===== src/rtl/pc_gen_pkg.sv =====
// Shared types for the fetch-group PC generator: redirect sources, FSM states, BTB field widths.
package pc_gen_pkg;

    localparam int PC_WIDTH_DEF = 32;

    typedef enum logic [1:0] {
        SRC_NONE = 2'd0,
        SRC_CTRL = 2'd1,
        SRC_BR   = 2'd2,
        SRC_JP   = 2'd3
    } redir_src_e;

    typedef enum logic {
        BUBBLE = 1'b0,
        RUN    = 1'b1
    } state_e;

    localparam int BTB_VALID_W = 1;

    function automatic int btb_idx_w(input int depth);
        return (depth > 1) ? $clog2(depth) : 1;
    endfunction

    function automatic int btb_tag_w(input int pc_width, input int depth);
        return pc_width - 2 - btb_idx_w(depth);
    endfunction

endpackage


===== src/rtl/pc_gen_btb.sv =====
// Direct-mapped branch target buffer: combinational lookup across one fetch group, registered update.
module pc_gen_btb
    import pc_gen_pkg::*;
#(
    parameter int PC_WIDTH    = PC_WIDTH_DEF,
    parameter int FETCH_WIDTH = 2,
    parameter int BTB_DEPTH   = 8,
    parameter int SLOT_W      = (FETCH_WIDTH > 1) ? $clog2(FETCH_WIDTH) : 1
)(
    input  logic                clk,
    input  logic                rst_n,
    input  logic                en,
    input  logic [PC_WIDTH-1:0] group_base,
    input  logic [SLOT_W-1:0]   start_slot,
    output logic                hit,
    output logic [SLOT_W-1:0]   hit_slot,
    output logic [PC_WIDTH-1:0] hit_target,
    input  logic                upd_en,
    input  logic [PC_WIDTH-1:0] upd_pc,
    input  logic [PC_WIDTH-1:0] upd_target
);

    localparam int IDX_W = btb_idx_w(BTB_DEPTH);
    localparam int TAG_W = btb_tag_w(PC_WIDTH, BTB_DEPTH);

    logic [BTB_DEPTH-1:0] valid_q;
    logic [TAG_W-1:0]     tag_q    [BTB_DEPTH];
    logic [PC_WIDTH-3:0]  target_q [BTB_DEPTH];

    logic [IDX_W-1:0]    upd_idx;
    logic [TAG_W-1:0]    upd_tag;
    logic [PC_WIDTH-3:0] slot_word;
    logic                unused_bits;

    assign upd_idx     = upd_pc[2 +: IDX_W];
    assign upd_tag     = upd_pc[PC_WIDTH-1 -: TAG_W];
    assign unused_bits = ^{upd_pc[1:0], upd_target[1:0], group_base[1:0]};

    // Scan from the top slot down so the lowest-index hit is the one left standing.
    always_comb begin
        hit        = 1'b0;
        hit_slot   = '0;
        hit_target = '0;
        slot_word  = '0;
        for (int i = FETCH_WIDTH - 1; i >= 0; i--) begin
            slot_word = group_base[PC_WIDTH-1:2] + (PC_WIDTH-2)'(i);
            if ((SLOT_W'(i) >= start_slot) && valid_q[slot_word[IDX_W-1:0]] &&
                (tag_q[slot_word[IDX_W-1:0]] == slot_word[PC_WIDTH-3 -: TAG_W])) begin
                hit        = 1'b1;
                hit_slot   = SLOT_W'(i);
                hit_target = {target_q[slot_word[IDX_W-1:0]], 2'b00};
            end
        end
    end

    always_ff @(posedge clk or negedge rst_n) begin
        if (!rst_n) begin
            valid_q <= '0;
        end else if (en && upd_en) begin
            valid_q[upd_idx] <= 1'b1;
        end
    end

    always_ff @(posedge clk) begin
        if (en && upd_en) begin
            tag_q[upd_idx]    <= upd_tag;
            target_q[upd_idx] <= upd_target[PC_WIDTH-1:2];
        end
    end

endmodule


===== src/rtl/pc_gen.sv =====
// Fetch-group PC generator with epoch-tagged redirects.
// Define PCGEN_BTB_EN to add the pc_gen_btb predictor; otherwise fetch is purely sequential.
module pc_gen
    import pc_gen_pkg::*;
#(
    parameter int                  PC_WIDTH    = PC_WIDTH_DEF,
    parameter logic [PC_WIDTH-1:0] RESET_VEC   = '0,
    parameter int                  FETCH_WIDTH = 2,
    parameter int                  EPOCH_WIDTH = 2,
    parameter int                  BTB_DEPTH   = 8
)(
    input  logic                   clk,
    input  logic                   rst_n,
    input  logic                   cpu_en,
    input  logic                   fetch_ready,
    output logic                   fetch_valid,
    output logic [PC_WIDTH-1:0]    fetch_pc,
    output logic [FETCH_WIDTH-1:0] fetch_mask,
    output logic [EPOCH_WIDTH-1:0] fetch_epoch,
    output logic                   pred_taken,
    input  logic                   trap_happened,
    input  logic                   mret_en,
    input  logic [PC_WIDTH-1:0]    ctrl_pc,
    input  logic                   br_taken,
    input  logic [PC_WIDTH-1:0]    br_addr,
    input  logic [PC_WIDTH-1:0]    br_pc,
    input  logic                   jp_taken,
    input  logic [PC_WIDTH-1:0]    jp_addr,
    input  logic [PC_WIDTH-1:0]    jp_pc
);

    localparam int GB     = 4 * FETCH_WIDTH;
    localparam int GB_LOG = $clog2(GB);
    localparam int SLOT_W = (FETCH_WIDTH > 1) ? $clog2(FETCH_WIDTH) : 1;

    state_e                 state;
    logic [PC_WIDTH-1:0]    pc;
    logic [EPOCH_WIDTH-1:0] epoch;

    logic [PC_WIDTH-1:0]    group_base;
    logic [PC_WIDTH-1:0]    seq_next;
    logic [PC_WIDTH-1:0]    next_pc;
    logic [SLOT_W-1:0]      slot;
    logic [FETCH_WIDTH-1:0] mask_raw;
    logic                   pred_hit;
    logic [SLOT_W-1:0]      pred_slot;
    logic [PC_WIDTH-1:0]    pred_target;
    redir_src_e             redir_src;
    logic [PC_WIDTH-1:0]    redir_target;

    assign group_base = {pc[PC_WIDTH-1:GB_LOG], {GB_LOG{1'b0}}};
    assign seq_next   = group_base + PC_WIDTH'(GB);

    generate
        if (FETCH_WIDTH > 1) begin : g_slot
            assign slot = pc[GB_LOG-1:2];
        end else begin : g_slot_single
            assign slot = '0;
        end
    endgenerate

`ifdef PCGEN_BTB_EN
    logic                btb_upd_en;
    logic [PC_WIDTH-1:0] btb_upd_pc;
    logic [PC_WIDTH-1:0] btb_upd_tgt;

    // Branch training wins over jump; trap/mret never train, even when they own the redirect.
    assign btb_upd_en  = br_taken || jp_taken;
    assign btb_upd_pc  = br_taken ? br_pc : jp_pc;
    assign btb_upd_tgt = br_taken ? br_addr : jp_addr;

    pc_gen_btb #(
        .PC_WIDTH    (PC_WIDTH),
        .FETCH_WIDTH (FETCH_WIDTH),
        .BTB_DEPTH   (BTB_DEPTH),
        .SLOT_W      (SLOT_W)
    ) u_btb (
        .clk        (clk),
        .rst_n      (rst_n),
        .en         (cpu_en),
        .group_base (group_base),
        .start_slot (slot),
        .hit        (pred_hit),
        .hit_slot   (pred_slot),
        .hit_target (pred_target),
        .upd_en     (btb_upd_en),
        .upd_pc     (btb_upd_pc),
        .upd_target (btb_upd_tgt)
    );
`else
    logic unused_btb;

    assign pred_hit    = 1'b0;
    assign pred_slot   = '0;
    assign pred_target = '0;
    assign unused_btb  = ^{br_pc, jp_pc, BTB_DEPTH[0]};
`endif

    always_comb begin
        mask_raw = '0;
        for (int i = 0; i < FETCH_WIDTH; i++) begin
            mask_raw[i] = (SLOT_W'(i) >= slot) && (!pred_hit || (SLOT_W'(i) <= pred_slot));
        end
    end

    assign next_pc = pred_hit ? pred_target : seq_next;

    always_comb begin
        redir_src    = SRC_NONE;
        redir_target = '0;
        if (trap_happened || mret_en) begin
            redir_src    = SRC_CTRL;
            redir_target = ctrl_pc;
        end else if (br_taken) begin
            redir_src    = SRC_BR;
            redir_target = br_addr;
        end else if (jp_taken) begin
            redir_src    = SRC_JP;
            redir_target = jp_addr;
        end
    end

    assign fetch_valid = (state == RUN) && cpu_en;
    assign fetch_pc    = pc;
    assign fetch_mask  = fetch_valid ? mask_raw : '0;
    assign fetch_epoch = epoch;
    assign pred_taken  = fetch_valid && pred_hit;

    // A redirect always lands, even against a stall, and costs one bubble cycle.
    always_ff @(posedge clk or negedge rst_n) begin
        if (!rst_n) begin
            pc    <= RESET_VEC;
            state <= BUBBLE;
            epoch <= '0;
        end else if (cpu_en) begin
            if (redir_src != SRC_NONE) begin
                pc    <= {redir_target[PC_WIDTH-1:2], 2'b00};
                epoch <= epoch + EPOCH_WIDTH'(1);
                state <= BUBBLE;
            end else if (state == BUBBLE) begin
                state <= RUN;
            end else if (fetch_ready) begin
                pc <= next_pc;
            end
        end
    end

endmodule


===== config.mk =====
export PLATFORM = sky130hd
export DESIGN_NAME = pc_gen
export DESIGN_NICKNAME = d
export VERILOG_FILES = /design/src/rtl/pc_gen_pkg.sv /design/src/rtl/pc_gen_btb.sv /design/src/rtl/pc_gen.sv
export SDC_FILE = /design/constraint.sdc
export NUM_CORES = 1
export LEC_CHECK = 0
export BUFFER_PORTS_ARGS = -buffer_cell sky130_fd_sc_hd__buf_2
export CORE_MARGIN = 3
export CORE_UTILIZATION = 43
export DETAILED_ROUTE_END_ITERATION = 6
export GPL_TIMING_DRIVEN = 0
export HOLD_SLACK_MARGIN = 0.12
export PLACE_DENSITY = 0.87
export SLEW_MARGIN = 5
export SYNTH_ARGS = -nofsm -noshare
export SYNTH_HDL_FRONTEND = slang
export SYNTH_SLANG_ARGS = --single-unit

===== constraint.sdc =====
create_clock -name clk -period 2.8 [get_ports clk]
set_input_delay 0.7 -clock clk [delete_from_list [all_inputs] [get_ports clk]]
set_output_delay 0.7 -clock clk [all_outputs]
set_load 0.01 [all_outputs]

==> Word level (Yosys, flattened, before mapping) <==
Cells that the tools add are included.
{ "op_classes": {"n_addsub": 2, "n_mul": 0, "div": 0, "magnitude_cmp": 2, "eq_ne": 0, "shifts": 0, "muxes": 11, "bitwise_logic": 0, "n_reduce_logical": 7} }
{ "ops": {"columns": ["cell", "count"], "rows": [
  ["two-way mux 32 bit", 6],
  ["adder 32 x 4 -> 32 bit (second input constant)", 1],
  ["two-way mux 2 bit", 4],
  ["nonzero test 2 bit", 3],
  ["AND reduction 3 bit", 1],
  ["adder 2 x 1 -> 2 bit (second input constant)", 1],
  ["greater-or-equal comparator 1 bit (first input constant)", 2],
  ["AND reduction 2 bit", 1],
  ["logical AND 1 bit", 1],
  ["logical OR 1 bit", 1],
  ["two-way mux 1 bit", 1]
]} }
{ "word_totals": {"regBits": 35, "latch_bits": 0, "ramBits": 0, "rom_bits": 0, "inputBits": 168, "output_inout_bits": 38, "word_cells": 25, "mem_count": 0} }

==> Longest topological paths before layout <==
Gate-level depths: netlist of run 1.
{ "depth": {"depth_word": 6, "ltp_mapped": 7, "depth_no_buf": 6} }

==> Worst setup path after synthesis of run 1 <==
Ideal clock, no wire load.
{ "synth_timing": {"path_type": "input port to flip-flop", "startpoint": "input port mret_en", "endpoint": "register pc[25], in the netlist fetch_pc[25]", "arrival_ns": 1.964, "required_time_ns": 2.661, "path_slack_ns": 0.697, "cell_stages": 6, "path_buffers": 2, "path_cell_list": "or4_1 buf_2 o21a_1 buf_2 o21ai_1 o311ai_1"} }
{ "synth_between": {"elab_chain_len": 5, "elab_cells_between_ends": 8, "classes_between": "mux (3); reduce/logical (5)"} }
{ "synth_lines": {"columns": ["item", "line", "source"], "rows": [
  ["start: declaration", "pc_gen.sv:22", "input logic mret_en,"],
  ["logical OR 1 bit (*)", "pc_gen.sv:111", "if (trap_happened || mret_en) begin"],
  ["two-way mux 2 bit", "pc_gen.sv:111", null],
  ["nonzero test 2 bit", "pc_gen.sv:136", "if (redir_src != SRC_NONE) begin"],
  ["nonzero test 2 bit (no source line)", null, null],
  ["AND reduction 3 bit (no source line)", null, null],
  ["end signal: assignment", "pc_gen.sv:137", "pc <= {redir_target[PC_WIDTH-1:2], 2'b00};"],
  ["end signal: assignment", "pc_gen.sv:143", "pc <= next_pc;"],
  ["end: declaration", "pc_gen.sv:37", "logic [PC_WIDTH-1:0] pc;"]
]} }
Mark *: on every way between the ends. The rest lies on a longest branch, timed or not.
A chain may end at the register's enable or synchronous reset.

==> Worst setup path in the final report of run 1 <==
{ "layout_timing": {"startpoint": "input port jp_taken", "endpoint": "register pc[25], in the netlist fetch_pc[25]"} }
{ "layout_between": {"elab_chain_len": 6, "elab_cells_between_ends": 11, "classes_between": "mux (7); reduce/logical (4)"} }
{ "layout_lines": {"columns": ["item", "line", "source"], "rows": [
  ["start: declaration", "pc_gen.sv:27", "input logic jp_taken,"],
  ["two-way mux 2 bit", "pc_gen.sv:117", "end else if (jp_taken) begin"],
  ["two-way mux 2 bit", "pc_gen.sv:114", "end else if (br_taken) begin"],
  ["two-way mux 2 bit", "pc_gen.sv:111", null],
  ["nonzero test 2 bit", "pc_gen.sv:136", null],
  ["nonzero test 2 bit (no source line)", null, null],
  ["AND reduction 3 bit (no source line)", null, null]
]} }
Parallel ways exist; a longest one is shown, timed or not.

==> results of run 1 <==
flip-flops by register name, indices dropped and copies added (netlist names):
register and cells:
fetch_epoch 2, fetch_pc 30, state 1
logic make-up after synthesis:
group,Yosys count
AO/OA/AOI/OAI,138
AND/OR/NAND/NOR,108
buffers and inverters,34
flip-flops,33
XOR/XNOR,2
multiplexers,2
adder cells (fa/ha/maj),1
other,1
synth_stat cells (3+ instances only):
| cell | n |
|---|---|
| a22oi_1 | 5 |
| inv_1 | 4 |
| a41oi_1 | 4 |
| nor2_1 | 27 |
| a221oi_1 | 14 |
| or4_1 | 4 |
| o32ai_1 | 3 |
| nand3_1 | 15 |
| a31oi_1 | 10 |
| o21a_1 | 3 |
| and2_1 | 5 |
| dfrtp_1 | 33 |
| a21oi_1 | 14 |
| o31a_1 | 6 |
| nand2_1 | 22 |
| a221o_1 | 9 |
| buf_2 | 6 |
| nand4_1 | 8 |
| nor3_1 | 7 |
| o211ai_1 | 4 |
| o21ai_0 | 43 |
| nor4_1 | 3 |
| clkbuf_1 | 11 |
| o22ai_1 | 7 |
| and3_1 | 4 |
| buf_1 | 3 |
| buf_4 | 5 |
| buf_6 | 3 |
| o21ai_1 | 4 |
layout make-up:
type	instances	area, sq um
fillers	512	2200
plain buffers	30	164
well taps	72	90.1
clock buffers	7	96.3
clock inverters	1	5.00
repair buffers	132	661
inverters	4	15.0
flip-flops and latches	33	826
multi-input cells	254	1580
worst max-delay path by stage:
stage,slack (ps),from,cells after the start,to
after floorplan,700,mret_en,6,fetch_pc[25]$_DFFE_PN0P_
after global placement,340,jp_taken,8,fetch_pc[27]$_DFFE_PN0P_
after detailed placement,280,jp_taken,8,fetch_pc[25]$_DFFE_PN0P_
after CTS,560,jp_taken,8,fetch_pc[25]$_DFFE_PN0P_
after global routing,360,jp_taken,8,fetch_pc[27]$_DFFE_PN0P_
final,500,jp_taken,8,fetch_pc[25]$_DFFE_PN0P_
metrics by stage:
stage / hold WS, ps / total power, mW
finish: 477 / 1.54
global route: 482 / 1.63
CTS: 477 / 1.53
detailed placement: 465 / 1.13
global placement: 459 / 1.11
floorplan: 404 / 0.888
power breakdown:
part	total, mW	switching (mW)	internal [mW]	leakage, nW
registers	0.652	0.103	0.549	0.395
clock network	0.414	0.192	0.222	0.0542
logic	0.477	0.265	0.212	1.10
total	1.54	0.560	0.984	1.55
routing by layer:
layer	vias to the layer above	GRT usage [%]	part of all wire [%]
met5	-	0	0
met4	0	14.2	4.7
met2	275	43.7	44
met3	61	9.38	13
met1	1589	36.9	38
li1	1535	-	-
worst max-delay path, delay by kind of cell:
family / cells / cell delay (ps)
buf+inv: 3 / 1000
simple gates: 1 / 140
compound gates: 4 / 630
==> impl_metrics.tcl, run 1 <==
set metrics [dict create \
    skew_ps 8.59 \
    netlist-cell-type-count 53 \
    slowest_delay_ps 500 \
    cts_tree "done" \
    synth_top_family_by_area "compound AO/OA/AOI/OAI gates" \
    start_kind "input port" \
    crit_fanout 10 \
    viasPerCell 6.49 \
    finalMaxSlewViolations 0 \
    post-place-ws_ps 280 \
    slowest_stage "buf_1" \
    drive_above_1_share_pct 36.4 \
    cts_buffers 5 \
    clkTransAtPathRegs_ps 70 \
    final_area_sq_um 3440 \
    core_sq_um 5640 \
    syn2layout_area_growth_pct 33.3 \
    die_y_um 83.5 \
    port_buffers 132 \
    wl_per_cell_um 19.3 \
    rsz0062_at_grt "false" \
    dp.cells 525 \
    synth_adder_area_share_pct 0.485 \
    irDropWorstVdd_v 0.000294 \
    antenna_left 0 \
    cts_resized 0 \
    clock_sinks 33 \
    fin_cells 533 \
    period_minus_slack_ps 2300 \
    grt_pass1_vias 3264 \
    dpl.hpwl_um 7660 \
    status "completed" \
    layout_commonest_cell "buf_2" \
    synth_xor_area_share_pct 0.679 \
    yosysTopAreaCell "dfrtp_1" \
    ys.flop_type "dfrtp_1" \
    clk_latency_ps 290 \
    timing.final.crit_share_pct 82.0 \
    worstMarginPinSlew_ps 855 \
    place_area_sq_um 3340 \
    synth_seq_area_share_pct 32.0 \
    dr_total_vias 3460 \
    htree_num_levels 2 \
    cp_cell_sequence "buf_2, nor2b_1, clkbuf_1, buf_1, a221oi_1, o21ai_0, o21ai_1, o311ai_1" \
    reg2reg_depth 5 \
    synth_edf_count 0 \
    r2r_slack_ps 680 \
    synth_seq_cells 33 \
    clock_path_buffers 2 \
    cts_setup_buffers 0 \
    grt_start_max_net_pins 34 \
    holdCritPathClass "in2async" \
    yosysWarningCount 0 \
    synth.top_cell.area_share_pct 32.0 \
    critical_path.endpoint_type "flop" \
    r2r_end "fetch_pc[26]$_DFFE_PN0P_" \
    r2r-start "fetch_pc[6]$_DFFE_PN0P_" \
    die_x_um 83.5 \
    synth_compound_area_share_pct 36.8 \
    synth_area_leaders "dfrtp_1 (32%), o21ai_0 (8.3%), a221oi_1 (4.8%), nor2_1 (3.9%), a221o_1 (3.5%)" \
    holdBufCountCts 0 \
    post-route-util_pct 61.0 \
    required_ps 2980 \
    track_usage_pct 28.8 \
    synthArstFlopShare_pct 100 \
    synthesis.area_sq_um 2580 \
    drt-initial-drc-count 365 \
    drt_wl_total_um 10300 \
    final_cell_mix "buf_2 (138), o21ai_0 (43), dfrtp_1 (33)" \
    diodes 0 \
    grt_overflow 0 \
    nNetsFinal 629 \
    cap_violations 0 \
    max_freq_mhz 436 \
    crit_type "in2reg" \
    leakage_nw 1.55 \
    avgSynthCellArea_sq_um 8.09 \
    worst_slew_margin_rel_pct 42.5 \
    drcViolationCount 0 \
    grt_pass1_wl_um 16200 \
    arrival_ps 2470 \
    setup_viol 0 \
    yosys-mux-area-fraction_pct 0.824 \
    final.setup.worst_slack_ps 504 \
    antenna_found_initial 0 \
    p_per_area_nw_per_um2 449 \
    cts_root_buf "clkbuf_8" \
    fp-row-count 27 \
    initial_utilization_pct 45.7 \
    dieArea_sq_um 6970 \
    final.setup.tns_ps 0 \
    hold_viol 0 \
    synth-simple-area-share_pct 22.2 \
    synthCells 319 \
    gp_congestion 1.00 \
    pin_count 206 \
    firstDrtPassIters 7 \
]
No activity file was read; power rests on OpenSTA's default activity.
==> run 2, diff against run 1 <==
--- a/config.mk
+++ b/config.mk
@@ -7,11 +7,11 @@
 export LEC_CHECK = 0
 export BUFFER_PORTS_ARGS = -buffer_cell sky130_fd_sc_hd__buf_2
 export CORE_MARGIN = 3
-export CORE_UTILIZATION = 43
+export CORE_UTILIZATION = 36
 export DETAILED_ROUTE_END_ITERATION = 6
 export GPL_TIMING_DRIVEN = 0
 export HOLD_SLACK_MARGIN = 0.12
-export PLACE_DENSITY = 0.87
+export PLACE_DENSITY = 0.78
 export SLEW_MARGIN = 5
 export SYNTH_ARGS = -nofsm -noshare
 export SYNTH_HDL_FRONTEND = slang
==> constraint.sdc (replaced) <==
create_clock -name clk -period 1.85 [get_ports clk]
set_input_delay 0.4625 -clock clk [delete_from_list [all_inputs] [get_ports clk]]
set_output_delay 0.4625 -clock clk [all_outputs]
set_load 0.01 [all_outputs]
==> run 2 against run 1 <==
Against the previous run: clock skew grew 1.2 ps; global-route usage shrank 2.4 points; worst setup slack lost 490 ps; first-iteration DRC count shrank 9.6%; critical endpoint is now fetch_pc[28]$_DFFE_PN0P_.
==> impl_metrics.tcl, run 2 (synthesized netlist as in run 1, its figures left out) <==
set metrics [dict create \
    dpl.hpwl_um 7960 \
    drcViolationCount 0 \
    holdBufCountCts 0 \
    htree_num_levels 2 \
    crit_buf_inv 2 \
    layout_commonest_cell "buf_2" \
    crit_fanout 5 \
    grt_pass1_wl_um 17300 \
    skew_ps 9.83 \
    wl_per_cell_um 19.3 \
    dieArea_sq_um 8220 \
    fin_cells 574 \
    viasPerCell 5.96 \
    clk_latency_ps 300 \
    post-place-ws_ps -459 \
    slowest_delay_ps 440 \
    final_area_sq_um 3750 \
    setup_viol 0 \
    r2r-start "fetch_pc[3]$_DFFE_PN0P_" \
    drt-initial-drc-count 330 \
    dp.cells 549 \
    gp_congestion 0.887 \
    pin_count 206 \
    nNetsFinal 646 \
    clock_path_buffers 2 \
    p_per_area_nw_per_um2 649 \
    worst_slew_margin_rel_pct 46.6 \
    track_usage_pct 26.5 \
    firstDrtPassIters 5 \
    critical_path.endpoint_type "flop" \
    cts_tree "done" \
    drt_wl_total_um 11100 \
    clock_sinks 33 \
    r2r_slack_ps 20 \
    rsz0062_at_grt "true" \
    place_area_sq_um 3370 \
    timing.final.crit_share_pct 99.1 \
    status "completed" \
    reg2reg_depth 7 \
    diodes 0 \
    clkTransAtPathRegs_ps 80 \
    period_minus_slack_ps 1830 \
    cp_cell_sequence "buf_4, nand4_1, buf_6, nor3_4, nand4_1, or4_1, nand3_1" \
    start_kind "flop" \
    antenna_found_initial 0 \
    core_sq_um 6870 \
    die_x_um 90.7 \
    r2r_end "fetch_pc[28]$_DFFE_PN0P_" \
    cp_common_cell "nand4_1" \
    leakage_nw 1.69 \
    irDropWorstVdd_v 0.000239 \
    grt_pass1_vias 3203 \
    die_y_um 90.7 \
    hold_ws_ps 244 \
    worstMarginPinSlew_ps 801 \
    cts_root_buf "clkbuf_8" \
    crit_type "reg2reg" \
    largest_reg_flops 30 \
    final.setup.worst_slack_ps 17.5 \
    arrival_ps 2070 \
    port_buffers 132 \
    max_freq_mhz 546 \
    cts_buffers 5 \
    final_cell_mix "buf_2 (136), o21ai_0 (41), nor2_1 (25)" \
    grt_overflow 0 \
    slowest_stage "dfrtp_1" \
    holdCritPathClass "in2async" \
    dr_total_vias 3420 \
    cap_violations 0 \
    finalMaxSlewViolations 0 \
    critPathTopFamily "simple AND/OR/NAND/NOR gates" \
    grt_start_max_net_pins 34 \
    required_ps 2090 \
    antenna_left 0 \
    initial_utilization_pct 37.6 \
    syn2layout_area_growth_pct 45.2 \
    hold_viol 0 \
    total_power_mw 2.43 \
    drive_above_1_share_pct 44.1 \
    fp-row-count 30 \
]
[run 2: cell count changes in the layout (fill, tap and decap cells not counted), moves of 4 or more]
cell	before	now
buf_4	5	23
buf_6	3	7
clkbuf_1	11	5
clkbuf_2	2	6
dfrtp_1	33	23
dfrtp_2	0	10
[run 2: area by class of cell]
class                   instances  area [sq um]
fillers                       643          3120
multi-input cells             254          1680
flip-flops and latches         33           838
repair buffers                150           797
plain buffers                  29           195
well taps                      96           120
clock buffers                   7          96.3
inverters                       4          15.0
clock inverters                 1          5.00
[run 2: power breakdown]
group / leakage (nW) / switching [mW] / internal [mW] / total, mW
sequential: 0.383 / 0.176 / 0.837 / 1.01
clock: 0.0542 / 0.305 / 0.337 / 0.642
combinational: 1.25 / 0.421 / 0.358 / 0.778
total: 1.69 / 0.901 / 1.53 / 2.43
[run 2: metal layers]
| metal | vias up | share of wire [%] | GRT usage [%] |
|---|---|---|---|
| met5 | - | 0 | 0 |
| met4 | 0 | 1.4 | 6.51 |
| met3 | 18 | 11 | 7.08 |
| met2 | 229 | 46 | 41.6 |
| met1 | 1608 | 42 | 36.1 |
| li1 | 1565 | - | - |
[run 2: what timing repair did]
action | 4_1_cts | 5_1_grt
pin swaps | 4 | 9
cloned | 0 | 1
buffers inserted | 6 | 11
gates resized for setup | 16 | 38
setup endpoints to repair | 24 | 23
[run 2: how the worst max path moves through the flow]
stage	startpoint	endpoint	slack (ps)	cells after the start
after detailed placement	mret_en	fetch_pc[29]$_DFFE_PN0P_	-460	6
final	fetch_pc[3]$_DFFE_PN0P_	fetch_pc[28]$_DFFE_PN0P_	20	7
after global routing	fetch_pc[21]$_DFFE_PN0P_	fetch_pc[28]$_DFFE_PN0P_	-20	5
after CTS	fetch_pc[7]$_DFFE_PN0P_	fetch_pc[28]$_DFFE_PN0P_	-20	5
after global placement	mret_en	fetch_pc[27]$_DFFE_PN0P_	-420	7
after floorplan	mret_en	fetch_pc[25]$_DFFE_PN0P_	6	6
[run 2: through the flow]
stage	util [%]	TNS, ps
2_1_floorplan	-	0
3_5_place_dp	49.1	-10840
6_report	54.5	0
5_1_grt	54.5	-30.7
3_3_place_gp	49.1	-9620
4_1_cts	51.9	-15.4
==> run 3, diff against run 2 <==
--- a/config.mk
+++ b/config.mk
@@ -11,7 +11,7 @@
 export DETAILED_ROUTE_END_ITERATION = 6
 export GPL_TIMING_DRIVEN = 0
 export HOLD_SLACK_MARGIN = 0.12
-export PLACE_DENSITY = 0.78
+export PLACE_DENSITY = 0.79
 export SLEW_MARGIN = 5
 export SYNTH_ARGS = -nofsm -noshare
 export SYNTH_HDL_FRONTEND = slang
==> run 3 against run 2 <==
Against the previous run: clock power is 14% lower; non-clock buffer count is 6 lower; total power is 4.3% lower; count of clock-buffer cells in the layout is 1 higher; clock skew is 3.5 ps lower; via count hardly changed; register-to-register slack better by 40 ps; sequential power hardly changed; hold slack better by 1.6 ps; critical path type unchanged; largest cell class unchanged; largest power group unchanged.
==> impl_metrics.tcl, run 3 (synthesized netlist as in run 1, its figures left out) <==
set metrics [dict create \
    clkTransAtPathRegs_ps 70 \
    switching_share_pct 37.8 \
    power.share.clock_pct 23.8 \
    core_sq_um 6870 \
    pin_count 206 \
    antenna_left 0 \
    dieArea_sq_um 8220 \
    grt_start_max_net_pins 34 \
    clk_latency_ps 300 \
    max_freq_mhz 557 \
    dpl.hpwl_um 8010 \
    critical_path.endpoint_type "flop" \
    slowest_delay_ps 440 \
    layout_commonest_cell "buf_2" \
    gp_congestion 0.959 \
    status "completed" \
    wl_per_cell_um 19.6 \
    final_area_sq_um 3660 \
    cts_root_buf "clkbuf_8" \
    diodes 0 \
    clock_sinks 33 \
    largest_reg_flops 30 \
    required_ps 2010 \
    hold_viol 0 \
    final.setup.worst_slack_ps 54.3 \
    htree_num_levels 2 \
    grt_pass1_vias 3259 \
    drcViolationCount 0 \
    die_x_um 90.7 \
    drive_above_1_share_pct 41.9 \
    cp_cell_sequence "ha_4, nand3_1, nor2_2, buf_4, nand2_1, o211ai_1, o311ai_1" \
    cts_buffers 5 \
    dp.cells 549 \
    hold_ws_ps 246 \
    timing.final.crit_share_pct 97.1 \
    seqPwrFrac_pct 43.3 \
    cap_violations 0 \
    initial_utilization_pct 37.6 \
    place_area_sq_um 3370 \
    setup_viol 0 \
    finalMaxSlewViolations 0 \
    fin_cells 568 \
    period_minus_slack_ps 1800 \
    crit_buf_inv 1 \
    skew_ps 6.38 \
    worstMarginPinSlew_ps 795 \
    irDropWorstVdd_v 0.000333 \
    dr_total_vias 3417 \
    worst_slew_margin_rel_pct 47.0 \
    firstDrtPassIters 5 \
    crit_fanout 10 \
    track_usage_pct 26.2 \
    start_kind "flop" \
    rsz0062_at_grt "true" \
    post-place-ws_ps -486 \
    grt_overflow 0 \
    crit_type "reg2reg" \
    switchingPower_mw 0.879 \
    fp-row-count 30 \
    critPathTopFamily "flip-flops" \
    die_y_um 90.7 \
    syn2layout_area_growth_pct 41.8 \
    port_buffers 132 \
    drt_wl_total_um 11100 \
    antenna_found_initial 0 \
    p_int_mw 1.45 \
    drt-initial-drc-count 294 \
    cts_tree "done" \
    clock_path_buffers 2 \
    final_cell_mix "buf_2 (138), o21ai_0 (42), nor2_1 (25), dfrtp_1 (25), nand2_1 (22)" \
    holdCritPathClass "in2async" \
    power_frac_comb_pct 32.9 \
    grt_pass1_wl_um 17000 \
    p_per_area_nw_per_um2 636 \
    arrival_ps 1960 \
    nNetsFinal 640 \
    viasPerCell 6.02 \
    post-route-util_pct 53.2 \
    slowest_stage "dfrtp_2" \
    leakage_nw 1.64 \
]
## run 3: layout make-up
| cell class | count | area, sq um |
|---|---|---|
| fillers | 675 | 3210 |
| flip-flops and latches | 33 | 836 |
| well taps | 96 | 120 |
| plain buffers | 29 | 185 |
| clock buffers | 8 | 80.1 |
| repair buffers | 144 | 752 |
| multi-input cells | 254 | 1670 |
| inverters | 4 | 15.0 |
## run 3: final timing paths
| kind | start | endpoint | slack (ps) | depth (start not counted) |
|---|---|---|---|---|
| min in group clk | ctrl_pc[7] | fetch_pc[7]$_DFFE_PN0P_ | 440 | 3 |
| worst max-delay path | fetch_pc[3]$_DFFE_PN0P_ | fetch_pc[27]$_DFFE_PN0P_ | 50 | 7 |
| worst max register to register | fetch_pc[3]$_DFFE_PN0P_ | fetch_pc[27]$_DFFE_PN0P_ | 50 | 7 |
| worst min register to register | fetch_epoch[1]$_DFFE_PN0P_ | fetch_epoch[1]$_DFFE_PN0P_ | 480 | 1 |
| worst min-delay path | rst_n | fetch_epoch[1]$_DFFE_PN0P_ | 250 | 1 |
| max in group asynchronous | rst_n | fetch_pc[11]$_DFFE_PN0P_ | 1050 | 1 |
## run 3: per-stage QoR
step | total power, mW | setup TNS, ps
CTS | 2.28 | 0
detailed placement | 1.72 | -11140
global route | 2.44 | -32.5
floorplan | 1.35 | 0
finish | 2.33 | 0
global placement | 1.70 | -10590
## run 3: what timing repair did
| action | CTS | global route |
|---|---|---|
| resized for setup | 17 | 27 |
| buffers inserted | 7 | 4 |
| hold buffers | 0 | 0 |
| pin swaps | 4 | 4 |
| cloned | 0 | 1 |
| setup endpoints to repair | 27 | 24 |
## run 3: power by group through the flow
stage               clock (mW)  sequential [mW]  combinational, mW
floorplan                    0             1.02              0.329
global placement             0            0.991              0.708
global route             0.583             1.03              0.832
CTS                      0.552            0.989              0.741
detailed placement           0            0.997              0.721
finish                   0.554             1.01              0.765
## run 3: worst register-to-register path: stages, from the launching register on
cell and delay (ps):
dfrtp_2 440, ha_4 190, nand3_1 130, nor2_2 180, buf_4 220, nand2_1 120, o211ai_1 230, o311ai_1 140
## run 3: per-layer routing
metal / up-vias / track usage [%] / wire length (um)
met5: - / 0 / 0
met4: 0 / 10.1 / 246
met3: 29 / 6.08 / 1340
met2: 268 / 41.3 / 5060
met1: 1564 / 34.8 / 4460
li1: 1556 / - / -
